==> config.mk <==
export PLATFORM = sky130hd
export DESIGN_NAME = hsv_to_rgb
export DESIGN_NICKNAME = d
export VERILOG_FILES = /design/src/rtl/hsv_to_rgb.sv
export SDC_FILE = /design/constraint.sdc
export NUM_CORES = 1
export LEC_CHECK = 0
export ABC_CLOCK_PERIOD_IN_PS = 6050
export CAP_MARGIN = 10
export CORE_MARGIN = 3
export CORE_UTILIZATION = 57
export DETAILED_ROUTE_END_ITERATION = 7
export PLACE_DENSITY = 0.79
export RECOVER_POWER = 25
export REMOVE_ABC_BUFFERS = 1
export SYNTH_ARGS = -nofsm -noshare
export SYNTH_HDL_FRONTEND = slang
export SYNTH_SLANG_ARGS = --single-unit
==> constraint.sdc <==
create_clock -name clk -period 6.05 [get_ports clk]
set_clock_uncertainty 0.05 [all_clocks]
set_input_delay 1.21 -clock clk [delete_from_list [all_inputs] [get_ports clk]]
set_output_delay 1.21 -clock clk [all_outputs]
set_load 0.005 [all_outputs]
==> src/rtl/hsv_to_rgb.sv <==
// hsv_to_rgb
//   Three-stage pipelined decoder from the packed hue pixel format
//   {hue[8:0], sat[6:0], val[7:0]} to RGB888 {R, G, B}. A row/col sideband
//   travels with each pixel so downstream timing stays aligned.
//
// Ports
//   clk        pixel clock
//   rst        synchronous, active-high reset
//   en         1 = decode, 0 = bypass (sampled with the beat)
//   in_valid   pixel_in/side_in qualify this cycle
//   pixel_in   {hue[8:0], sat[6:0], val[7:0]}
//   side_in    sideband, delayed untouched
//   out_valid  pixel_out/side_out qualify this cycle (3 clocks after in_valid)
//   pixel_out  {R[7:0], G[7:0], B[7:0]}, holds when out_valid=0
//   side_out   side_in of the emerging beat, holds when out_valid=0
module hsv_to_rgb #(
    parameter int SIDE_W = 26
) (
    input  logic              clk,
    input  logic              rst,
    input  logic              en,
    input  logic              in_valid,
    input  logic [23:0]       pixel_in,
    input  logic [SIDE_W-1:0] side_in,
    output logic              out_valid,
    output logic [23:0]       pixel_out,
    output logic [SIDE_W-1:0] side_out
);
    localparam int STAGES = 3;

    typedef struct packed {
        logic              en;
        logic [2:0]        sector;
        logic [5:0]        f;
        logic [7:0]        s;
        logic [7:0]        v;
        logic [23:0]       raw;
        logic [SIDE_W-1:0] side;
    } s1_t;

    typedef struct packed {
        logic              en;
        logic [2:0]        sector;
        logic [7:0]        v;
        logic [15:0]       a;
        logic [15:0]       b;
        logic [7:0]        p;
        logic [23:0]       raw;
        logic [SIDE_W-1:0] side;
    } s2_t;

    // valid bits shift every cycle regardless of data; a beat offered while
    // rst is high never enters the pipe
    logic [STAGES:1] vld_pipe;

    always_ff @(posedge clk) begin
        if (rst) vld_pipe <= '0;
        else     vld_pipe <= {vld_pipe[STAGES-1:1], in_valid};
    end

    assign out_valid = vld_pipe[STAGES];

    // ---------------- stage 1: hue wrap, sector split, sat scaling
    logic [8:0] hue, h, base;
    logic [2:0] sector;
    logic [5:0] f;
    logic [7:0] s_scaled;
    s1_t        s1;

    assign hue = pixel_in[23:15];
    // single subtraction: 360..511 folds onto 0..151
    assign h   = (hue < 9'd360) ? hue : hue - 9'd360;

    always_comb begin
        sector = 3'd0;
        base   = 9'd0;
        if      (h < 9'd60)  begin sector = 3'd0; base = 9'd0;   end
        else if (h < 9'd120) begin sector = 3'd1; base = 9'd60;  end
        else if (h < 9'd180) begin sector = 3'd2; base = 9'd120; end
        else if (h < 9'd240) begin sector = 3'd3; base = 9'd180; end
        else if (h < 9'd300) begin sector = 3'd4; base = 9'd240; end
        else                 begin sector = 3'd5; base = 9'd300; end
    end

    assign f        = 6'(h - base);
    // sat=127 is treated as full scale so S spans exactly 0..128
    assign s_scaled = (pixel_in[14:8] == 7'd127) ? 8'd128 : {1'b0, pixel_in[14:8]};

    always_ff @(posedge clk) begin
        if (in_valid) begin
            s1.en     <= en;
            s1.sector <= sector;
            s1.f      <= f;
            s1.s      <= s_scaled;
            s1.v      <= pixel_in[7:0];
            s1.raw    <= pixel_in;
            s1.side   <= side_in;
        end
    end

    // ---------------- stage 2: fractional hue to 0..250, S products
    logic [7:0]  ff;
    logic [15:0] a_nxt, b_nxt;
    s2_t         s2;

    assign ff    = 8'((10'(s1.f) * 10'd17) >> 2);
    assign a_nxt = 16'(s1.s) * {8'd0, ff};
    // peaks at exactly 32768 (S=128, ff=0), which still fits in 16 bits
    assign b_nxt = 16'(17'(s1.s) * (17'd256 - 17'(ff)));

    always_ff @(posedge clk) begin
        if (vld_pipe[1]) begin
            s2.en     <= s1.en;
            s2.sector <= s1.sector;
            s2.v      <= s1.v;
            s2.a      <= a_nxt;
            s2.b      <= b_nxt;
            s2.p      <= 8'd128 - s1.s;
            s2.raw    <= s1.raw;
            s2.side   <= s1.side;
        end
    end

    // ---------------- stage 3: p/q/t scaling by V and sector mux
    logic [7:0]  pp, qq, tt;
    logic [23:0] rgb;

    assign pp = 8'((16'(s2.v) * 16'(s2.p)) >> 7);
    assign qq = 8'((24'(s2.v) * (24'd32768 - 24'(s2.a))) >> 15);
    assign tt = 8'((24'(s2.v) * (24'd32768 - 24'(s2.b))) >> 15);

    always_comb begin
        rgb = 24'd0;
        case (s2.sector)
            3'd0:    rgb = {s2.v, tt,   pp  };
            3'd1:    rgb = {qq,   s2.v, pp  };
            3'd2:    rgb = {pp,   s2.v, tt  };
            3'd3:    rgb = {pp,   qq,   s2.v};
            3'd4:    rgb = {tt,   pp,   s2.v};
            3'd5:    rgb = {s2.v, pp,   qq  };
            default: rgb = 24'd0;
        endcase
    end

    always_ff @(posedge clk) begin
        if (rst) begin
            pixel_out <= 24'd0;
            side_out  <= '0;
        end else if (vld_pipe[2]) begin
            pixel_out <= s2.en ? rgb : s2.raw;
            side_out  <= s2.side;
        end
    end
endmodule

==> reports/metrics.cfg, run 1 <==
[outcome]
status = complete, but fails checks
violations = max-capacitance violations, max-slew violations, negative setup slack

[route]
wl_met1_mm = 25.1
wl_met2_mm = 32.4
drt-pass1-iter-count = 6
drt_iter0_drc = 1582
route.met3.wl_mm = 4.92
dr.max_layer_used = met5
via_per_inst = 5.68
vias = 18500
wl_per_cell_um = 20.0
drt_wl_total_mm = 65.3
drc_errors = 0
antenna_left = 0

[cells_and_area]
multi_input_area_um2 = 16700
antennaDiodeCount = 0
syn_to_final_growth_pct = 25.3
layout-drive-gt1-share = 0.201
fillCellCount = 2604
fin_nets = 3285
regArea_um2 = 5840
final_util = 0.726

[logic_synthesis]
synth.largest_area_cell = fa_1
ys_warn_count = 0
ys_seq_elements = 212
syn_avg_cell_area_um2 = 9.66
synth_cell_types = 74
synthFlopType = edfxtp_1
synth-edff-count = 159
async_flop_share = 0
synthCells = 2397
synth_top_area_share = 0.268
netlist_area_um2 = 23100
ys_seq_area_frac = 0.252
ys_top_cells_by_area = fa_1 27%, edfxtp_1 21%, ha_1 11%

[sta]
slew_viol_final = 35
finalSetupViolCount = 30
tightest_slew_ns = 1.68
hold_viol_final = 0
fmax_ghz = 0.152
fin_crit_ns = 6.56
tns_ns = -9.81
relSlewSlack = -0.123
setup_ws_ns = -0.509
fin_crit_sh = 1.08
rsz0062_at_grt = yes

[min_path]
hold_path.class = register to register
holdPathEnd = s2[7]$_DFFE_PP_
holdCritStartpoint = s1[7]$_DFFE_PP_
holdPathStages = 0

[setup_path]
rrSetupSlack_ns = -0.51
reg2reg_from = s2[61]$_DFFE_PP_
cp.required_ns = 6.40
path_class = register to register
rr_endpoint = pixel_out[12]$_SDFFE_PP0P_
critPathArrivalTime_ns = 6.91
r2r_cells = 23
cp-start-kind = register
end_kind = register
crit_fanout = 7

[clocking]
cts_buffers = 23
clockBufferDepth = 3
hold_buffers = 0
cts_root_buf = clkbuf_16
clk_latency_ns = 0.55
cts_tree = built
cts.sinks = 212
clk_pin_slew_ns = 0.07
cts-htree-levels = 1

[global_routing]
grt_pass1_wl_mm = 101
grt_overflow = 0
antenna_found_initial = 1
grt_use_total = 0.288
grt_max_degree = 68
grt_pass1_vias = 19900

[placement]
hpwlAfterDp_mm = 45.5
port_buffers = 104
pre_cts_ws_ns = -0.975
gp_congestion = 0.923

[run]
maxCapViolCount = 1

[die]
pin_count = 105
die_x_um = 208
rows = 73
die_h_um = 208
die_area_um2 = 43100
core_area_um2 = 39900
initial_core_util = 0.580

## layout by cell type (no fill, tap or decap), types with 7 or more instances in the layout
master           netlist  final
inv_1                454    424
fa_1                 310    304
nand2_1              314    293
buf_4                  0    249
and2_1               186    181
ha_1                 199    175
edfxtp_1             159    159
nor2_1               113    102
clkdlybuf4s50_1        0     91
xnor2_1               79     57
dfxtp_1               53     52
a21oi_1               49     39
mux2i_1               34     31
inv_2                  0     29
nor2b_1               32     28
a21o_1                25     25
clkbuf_16              0     23
buf_6                  0     23
xor2_1                32     22
ha_4                   0     21
nand2_2                1     20
xnor2_2                1     19
nand3_1               30     17
nor3_1                30     16
o21ai_0               28     16
a31oi_1               14     12
dlygate4sd3_1          0     11
o21a_1                11     10
o211ai_1              10     10
nand2b_1              10      9
buf_12                 0      9
nand3_2                0      8
nor2_2                 0      8
o21ai_1                2      8
nand4_1                8      8
nor3_2                 0      8
o22ai_1                8      8
nor3_4                 1      7
and3_1                10      7
## synthesized netlist by cell type, types with 4 or more instances
master	count
a2111oi_0	4
a211oi_1	9
a21o_1	25
a21oi_1	49
a221oi_1	5
a31oi_1	14
and2_1	186
and3_1	10
buf_1	5
clkbuf_1	82
dfxtp_1	53
edfxtp_1	159
fa_1	310
ha_1	199
inv_1	454
mux2i_1	34
nand2_1	314
nand2b_1	10
nand3_1	30
nand4_1	8
nand4b_1	4
nor2_1	113
nor2b_1	32
nor3_1	30
nor4_1	7
o211ai_1	10
o21a_1	11
o21ai_0	28
o22ai_1	8
o31a_1	4
or3_1	7
or4_1	5
xnor2_1	79
xor2_1	32
## worst max-delay path, cell delays in order, from the launching register on
cell and delay [ns]:
edfxtp_1 0.42, or4_4 0.54, or3_4 0.41, nor4_4 0.25, xnor2_2 0.23, nand2_1 0.13
fa_1 0.49, inv_1 0.05, fa_1 0.47, fa_1 0.57, inv_2 0.05, fa_1 0.54
inv_2 0.05, ha_4 0.21, a21o_1 0.20, nand2b_4 0.08, a31oi_2 0.09, or3_1 0.36
or3_1 0.35, and3_4 0.21, buf_6 0.11, o21a_1 0.17, a311oi_2 0.29, o21ai_1 0.10
## through the flow
stage	instance area, um2	std cells	hold WS [ns]
after CTS	28100	3236	0.365
after global routing	29000	3264	0.370
after global placement	26300	3163	0.351
after floorplan	22800	2309	0.350
final	29000	3264	0.363
after detailed placement	26300	3163	0.355
## kinds of logic after synthesis
logic type      after synthesis  synth area share
xor+xnor                    114            0.0444
flops                       212             0.252
mux                          36            0.0157
simple gates                773             0.162
fa+ha+maj                   509             0.376
buf+inv                     542            0.0880
compound gates              211            0.0623
## registers in the layout, summed over array words and instances, names as in the netlist
name and flops:
s2 93, s1 66, side_out 26, pixel_out 24, vld_pipe 3
## layer usage
metal / vias to the layer above / track usage
li1: 8229 / -
met2: 883 / 0.493
met3: 234 / 0.0369
met1: 9193 / 0.384
met5: - / 0
met4: 2 / 0.0920
## how the worst max path moves through the flow
stage	cells past startpoint	startpoint	to	slack, ns
2_1_floorplan	22	s2[60]$_DFFE_PP_	pixel_out[4]$_SDFFE_PP0P_	-0.43
3_3_place_gp	23	s2[60]$_DFFE_PP_	pixel_out[5]$_SDFFE_PP0P_	-0.73
3_5_place_dp	23	s2[60]$_DFFE_PP_	pixel_out[5]$_SDFFE_PP0P_	-0.97
4_1_cts	26	s2[77]$_DFFE_PP_	pixel_out[7]$_SDFFE_PP0P_	-0.45
5_1_grt	23	s2[61]$_DFFE_PP_	pixel_out[12]$_SDFFE_PP0P_	-0.74
6_report	23	s2[61]$_DFFE_PP_	pixel_out[12]$_SDFFE_PP0P_	-0.51
## timing repair
item	4_1_cts	5_1_grt
setup buffers	33	36
pin swaps	111	117
endpoints found under the setup margin	31	32
gates resized for setup	150	149
## area by class of cell
cell class | count | share of cell area
repair buffers | 388 | 0.116
clock buffers | 28 | 0.0212
clock inverters | 14 | 0.00548
multi-input cells | 1643 | 0.575
inverters | 454 | 0.0589
well taps | 525 | 0.0227
flip-flops and latches | 212 | 0.201
Power of run 1 is not shown: default switching activity piles up to over one toggle a cycle in this logic, so the estimate is an artifact.
==> run 2: changes to the inputs <==
--- a/constraint.sdc
+++ b/constraint.sdc
@@ -4,2 +4,2 @@
 set_output_delay 1.21 -clock clk [all_outputs]
-set_load 0.005 [all_outputs]
+set_load 0.05 [all_outputs]
==> results of run 2 <==
The final DEF is identical to that of run 1; final timing and power are the same.
Power of run 2 is left out for the same reason.
==> run 3: changes to the inputs <==
CAP_MARGIN = 20   (was 10)
==> results of run 3 <==
The final DEF is identical to that of run 1; final timing and power are the same.
Power of run 3 is left out for the same reason.
